$ cat src/rtl/exec_unit_mc.sv
// exec_unit_mc: multi-cycle execution unit with A/B/ACC/output registers,
// a start/busy/done handshake, iterative shift-add multiply, bit-serial
// shifts, carry/zero flags and a skip request for the instruction sequencer.
module exec_unit_mc #(
  parameter int DATA_WIDTH = 4,
  parameter int ACC_WIDTH  = 2*DATA_WIDTH
) (
  input  logic                    clk,
  input  logic                    reset,
  input  logic                    start,
  input  logic [3:0]              opcode,
  input  logic [2*DATA_WIDTH-1:0] operand,
  output logic                    busy,
  output logic                    done,
  output logic                    skip,
  output logic                    carry,
  output logic                    zero,
  output logic [ACC_WIDTH-1:0]    cpuOut
);

  localparam int PAD = ACC_WIDTH - DATA_WIDTH;

  localparam logic [3:0] OP_NOP  = 4'd0;
  localparam logic [3:0] OP_LDAB = 4'd1;
  localparam logic [3:0] OP_SNZA = 4'd2;
  localparam logic [3:0] OP_LDO  = 4'd3;
  localparam logic [3:0] OP_ADD  = 4'd4;
  localparam logic [3:0] OP_SUB  = 4'd5;
  localparam logic [3:0] OP_ACCA = 4'd6;
  localparam logic [3:0] OP_AND  = 4'd7;
  localparam logic [3:0] OP_OR   = 4'd8;
  localparam logic [3:0] OP_XOR  = 4'd9;
  localparam logic [3:0] OP_INV  = 4'd10;
  localparam logic [3:0] OP_CLR  = 4'd11;
  localparam logic [3:0] OP_SHL  = 4'd12;
  localparam logic [3:0] OP_SHR  = 4'd13;
  localparam logic [3:0] OP_MUL  = 4'd14;
  localparam logic [3:0] OP_SNZC = 4'd15;

  typedef enum logic [1:0] {S_IDLE, S_MUL, S_SHIFT} state_t;

  state_t                  state, state_next;
  logic [DATA_WIDTH-1:0]   a_q, b_q;
  logic [ACC_WIDTH-1:0]    acc;
  logic [ACC_WIDTH-1:0]    out_q;
  logic                    carry_q, skip_q, done_q;
  logic [DATA_WIDTH-1:0]   cnt;      // iterations still to run in MUL/SHIFT
  logic [ACC_WIDTH-1:0]    mcand;    // multiplicand, moves left one bit per step
  logic [DATA_WIDTH-1:0]   mplier;   // multiplier, consumed LSB first
  logic                    shr_q;    // shift direction of the running shift
  logic                    is_shift;

  function automatic logic [ACC_WIDTH-1:0] zext(input logic [DATA_WIDTH-1:0] v);
    return {{PAD{1'b0}}, v};
  endfunction

  function automatic logic [ACC_WIDTH-1:0] shift_step(input logic [ACC_WIDTH-1:0] v,
                                                      input logic right);
    return right ? (v >> 1) : (v << 1);
  endfunction

  assign is_shift = (opcode == OP_SHL) || (opcode == OP_SHR);

  // State register
  always_ff @(posedge clk or negedge reset) begin
    if (!reset) state <= S_IDLE;
    else        state <= state_next;
  end

  // Next-state: multi-cycle ops leave IDLE; a zero-length shift stays single-cycle
  always_comb begin
    state_next = state;
    case (state)
      S_IDLE: begin
        if (start) begin
          if (opcode == OP_MUL)                 state_next = S_MUL;
          else if (is_shift && (b_q != '0))     state_next = S_SHIFT;
        end
      end
      S_MUL, S_SHIFT: begin
        if (cnt == DATA_WIDTH'(1)) state_next = S_IDLE;
      end
      default: state_next = S_IDLE;
    endcase
  end

  // Outputs: busy from state, flags straight from their registers
  always_comb begin
    busy   = (state != S_IDLE);
    done   = done_q;
    skip   = skip_q;
    carry  = carry_q;
    zero   = (acc == '0);
    cpuOut = out_q;
  end

  // Datapath: execute on accept, then step MUL/SHIFT one bit per cycle
  always_ff @(posedge clk or negedge reset) begin
    if (!reset) begin
      a_q     <= '0;
      b_q     <= '0;
      acc     <= '0;
      out_q   <= '0;
      carry_q <= 1'b0;
      skip_q  <= 1'b0;
      done_q  <= 1'b0;
      cnt     <= '0;
      mcand   <= '0;
      mplier  <= '0;
      shr_q   <= 1'b0;
    end else begin
      done_q <= 1'b0;
      case (state)
        S_IDLE: begin
          if (start) begin
            skip_q <= 1'b0;
            done_q <= (state_next == S_IDLE);
            case (opcode)
              OP_NOP:  ;
              OP_LDAB: begin
                a_q <= operand[2*DATA_WIDTH-1:DATA_WIDTH];
                b_q <= operand[DATA_WIDTH-1:0];
              end
              OP_SNZA: skip_q <= (a_q != '0);
              OP_LDO:  out_q  <= acc;
              OP_ADD: begin
                acc     <= zext(a_q) + zext(b_q);
                carry_q <= 1'b0;
              end
              OP_SUB:  {carry_q, acc} <= {1'b0, acc} - {1'b0, zext(b_q)};
              OP_ACCA: {carry_q, acc} <= {1'b0, acc} + {1'b0, zext(a_q)};
              OP_AND:  acc <= zext(a_q & b_q);
              OP_OR:   acc <= zext(a_q | b_q);
              OP_XOR:  acc <= zext(a_q ^ b_q);
              OP_INV:  acc <= ~acc;
              OP_CLR: begin
                acc     <= '0;
                carry_q <= 1'b0;
              end
              OP_SHL, OP_SHR: begin
                shr_q <= (opcode == OP_SHR);
                cnt   <= b_q;
              end
              OP_MUL: begin
                acc    <= '0;
                mcand  <= zext(a_q);
                mplier <= b_q;
                cnt    <= DATA_WIDTH'(DATA_WIDTH);
              end
              OP_SNZC: skip_q <= (acc != '0);
              default: ;
            endcase
          end
        end
        S_MUL: begin
          if (mplier[0]) acc <= acc + mcand;
          mcand  <= mcand << 1;
          mplier <= mplier >> 1;
          cnt    <= cnt - 1'b1;
          done_q <= (cnt == DATA_WIDTH'(1));
        end
        S_SHIFT: begin
          acc    <= shift_step(acc, shr_q);
          cnt    <= cnt - 1'b1;
          done_q <= (cnt == DATA_WIDTH'(1));
        end
        default: ;
      endcase
    end
  end

endmodule

$ cat config.mk
export PLATFORM = sky130hd
export DESIGN_NAME = exec_unit_mc
export DESIGN_NICKNAME = d
export VERILOG_FILES = /design/src/rtl/exec_unit_mc.sv
export SDC_FILE = /design/constraint.sdc
export NUM_CORES = 1
export LEC_CHECK = 0
export ABC_AREA = 1
export BUFFER_PORTS_ARGS = -buffer_cell sky130_fd_sc_hd__buf_2
export CAP_MARGIN = 20
export CELL_PAD_IN_SITES_DETAIL_PLACEMENT = 1
export CELL_PAD_IN_SITES_GLOBAL_PLACEMENT = 1
export CORE_ASPECT_RATIO = 0.8
export CORE_MARGIN = 3
export CORE_UTILIZATION = 25
export DETAILED_ROUTE_END_ITERATION = 10
export GPL_ROUTABILITY_DRIVEN = 0
export PLACE_DENSITY_LB_ADDON = 0.3
export SLEW_MARGIN = 25
export SYNTH_ARGS = -nofsm -noshare
export SYNTH_HDL_FRONTEND = slang
export SYNTH_SLANG_ARGS = --single-unit
$ cat constraint.sdc
create_clock -name clk -period 2.36 [get_ports clk]
set_input_delay 0.118 -clock clk [delete_from_list [all_inputs] [get_ports clk]]
set_output_delay 0.118 -clock clk [all_outputs]
set_load 0.005 [all_outputs]
==> summary.md <==
| Metric | Value |
|---|---|
| Final core occ | 0.303 |
| DR vias/cell | 5.03 |
| Post-synthesis cell area | between 3000 and 4000 um2 |
| Min-Delay Path Class | input port to register |
| Final min period | around 2.2 ns |
| Worst skew pair latency | 0.30 ns |
| Dpl ws | ~0.21 ns |
| Max Cap Violations | 0 |
| CP max stage delay | 0.38 ns |
| Setup_tns | 0 ns |
| Reg2reg setup slack | 0.22 ns |
| Syn_nets | between 500 and 600 |
| Yosys warns | 0 |
| First-pass GRT wire length | 21.1 mm |
| IO Port Bufs | 27 |
| # H-tree levels | 2 |
| CP required | between 2 and 2.5 ns |
| Antenna viol nets, final | 0 |
| Slew headroom | 0.579 |
| # rows | 38 |
| # IOs | 28 |
| Largest net degree at the start of global routing | 24 |
| # setup viols final | 0 |
| Placed Instance Area | roughly 4000 um2 |
| CP cell instances | inv_1, nand2_1, nor3_1, nand4_1, nor2_2, buf_2 |
| Yosys cell types | 29 |
| Final hold slack | approximately 0.060 ns |
| Number of CTS-inserted buffers | 5 |
| Status | complete, no violations |
| Worst Path Max Fanout | 6 |
| Worst setup SP type | register |
| Hpwl dp | about 10 mm |
| DIE HEIGHT | about 110 um |
| Pre-antenna DRT Iters | 5 |
| DIE WIDTH | 141 um |
| Crit path launch | acc[6] |
| Fin crit share | 0.918 |
| Commonest non-fill, non-tap cells in the layout | 144 x nand2_1, 75 x inv_1, 57 x nand3_1 |
| Reg2Reg Depth | 11 |
| Post-layout worst setup margin | 0.193 ns |
| Total Wirelength | around 13 mm |
| Max Freq | ~0.46 GHz |
| Clock Skews | between 0.006 and 0.007 ns |
| Final net count | 619 |
| Capture point of the critical path | zero |
| CTS Root Cell | clkbuf_16 |
| CTS Buffer Depth | 2 |
| Commonest non-fill, non-tap cell in the layout | nand2_1 |
| Hold Fails Final Rpt | 0 |
| Critical path's slowest cell | dfrtp_1 |
| Peak supply drop | roughly 0.00037 V |
| PD cells | approximately 1300 nW/um2 |
| Vias in the first global route | 3,868 |
| Floorplan core area | about 14,000 um2 |
| Routed WL per cell | 16.9 um |
| Worst Setup End Kind | primary output |
| Asr flop ratio synth | 1.00 |
| Synth-to-Final Area Change | 15.9% |
| Cell count after synthesis | 537 |
| Fin area | around 4200 um2 |
| Primary FF master, synth | dfrtp_1 |
| Antenna fix cells | 0 |
| LEAKAGE | approximately 2.2 nW |
| Crit path kind | register to primary output |
| Post-synthesis sequential area ratio | 0.317 |
| RR Startpoint | acc[0] |
| Post-synth EDFFs | 0 |
| Initial core utilization | 0.262 |
| Clk sink count | 46 |
| Mapped Avg Cell Area | approximately 6.8 um2 |
| Clock slew at reported path FFs | 0.07 ns |
| Worst-margin pin slew | 0.630 ns |
| DRC | 0 |
| Critical Path AT | between 2 and 2.5 ns |
| FF-to-FF End | acc[2] |
| Antenna violations before repair | 0 |
| GRT overflow | 0 |
| Post CTS Setup Buffer Count | 0 |
| RSZ-0062 raised after global routing | no |
| Number of DRC markers in iteration 0 | 196 |
| Vias | about 3,800 |
| Global router's overall resource usage | 0.164 |
| Layout cells sized above 1 | 0.0979 |
| Yosys reg bits | 46 |
| Die area | around 16,000 um2 |
| CTS tree | yes |
| Slew Limit Fails | 0 |
## sequential cells by signal (all words and copies together), names as in the netlist
name / count
acc: 8
cpuOut: 8
mcand: 8
a_q: 4
b_q: 4
cnt: 4
mplier: 4
state: 2
carry: 1
done: 1
shr_q: 1
skip: 1
## worst max-delay path: cells and delay by family, from the launching register on
kind          cells  cell delay [ns]
buf+inv           2             0.38
flops             1             0.38
simple gates      4             1.00
## kinds of logic after synthesis
kind of cell | Yosys count | share of synthesized area
buffers and inverters | 90 | 0.0947
AND/OR/NAND/NOR | 263 | 0.307
AO/OA/AOI/OAI | 101 | 0.150
adder cells (fa/ha/maj) | 33 | 0.122
XOR/XNOR | 4 | 0.00964
flip-flops | 46 | 0.317
## Yosys cell counts (3+ instances only)
cell type,number,area share
nand2_1,145,0.15
inv_1,75,0.077
nand3_1,57,0.078
dfrtp_1,46,0.32
o21ai_0,44,0.061
nor2_1,38,0.039
a21oi_1,33,0.045
ha_1,29,0.10
a31oi_1,10,0.017
nand4_1,9,0.015
clkbuf_1,8,0.0083
nor3_1,6,0.0083
buf_2,5,0.0069
fa_1,4,0.022
o211ai_1,4,0.0083
nor2_2,3,0.0052
o21ai_1,3,0.0041
xnor2_1,3,0.0072
## per-stage QoR
stage	total power, W	instances
floorplan	0.00360	537
global placement	0.00465	743
detailed placement	0.00473	743
finish	0.00560	752
CTS	0.00561	752
global route	0.00619	752
## power breakdown
part | internal (W) | switching, W
clock | 0.000502 | 0.000349
sequential | 0.00111 | 0.000382
combinational | 0.00116 | 0.00211
total | 0.00277 | 0.00284
## cell type report
class,count,area (um2)
clock buffers,6,129
clock inverters,2,37.5
fillers,1790,9670
inverters,77,289
multi-input cells,401,2140
flip-flops and latches,46,1150
well taps,180,225
repair buffers,40,235
## worst min-delay path by stage
| stage | from | to | slack, ns | depth (start not counted) |
|---|---|---|---|---|
| 3_5_place_dp | reset | cpuOut[4] | 0.14 | 1 |
| 2_1_floorplan | reset | a_q[0] | -0.18 | 0 |
| 3_3_place_gp | reset | cpuOut[4] | 0.13 | 1 |
| 4_1_cts | operand[0] | b_q[0] | 0.07 | 3 |
| 6_report | operand[0] | b_q[0] | 0.06 | 3 |
| 5_1_grt | operand[5] | a_q[1] | 0.10 | 3 |
## what timing repair did
item                       4_1_cts  5_1_grt
gates resized for setup          0        3
hold endpoints to repair        21        0
setup endpoints to repair        0        4
hold buffers                     1        0
## layer usage
layer	wire length [um]	share of wire	GRT usage	vias to the layer above
met5	0	0	0	-
met4	97	0.0076	0.0213	0
met3	660	0.052	0.0289	10
met2	5410	0.42	0.251	100
met1	6570	0.52	0.249	1847
li1	-	-	-	1824
Power figures use the tool's default switching activity.
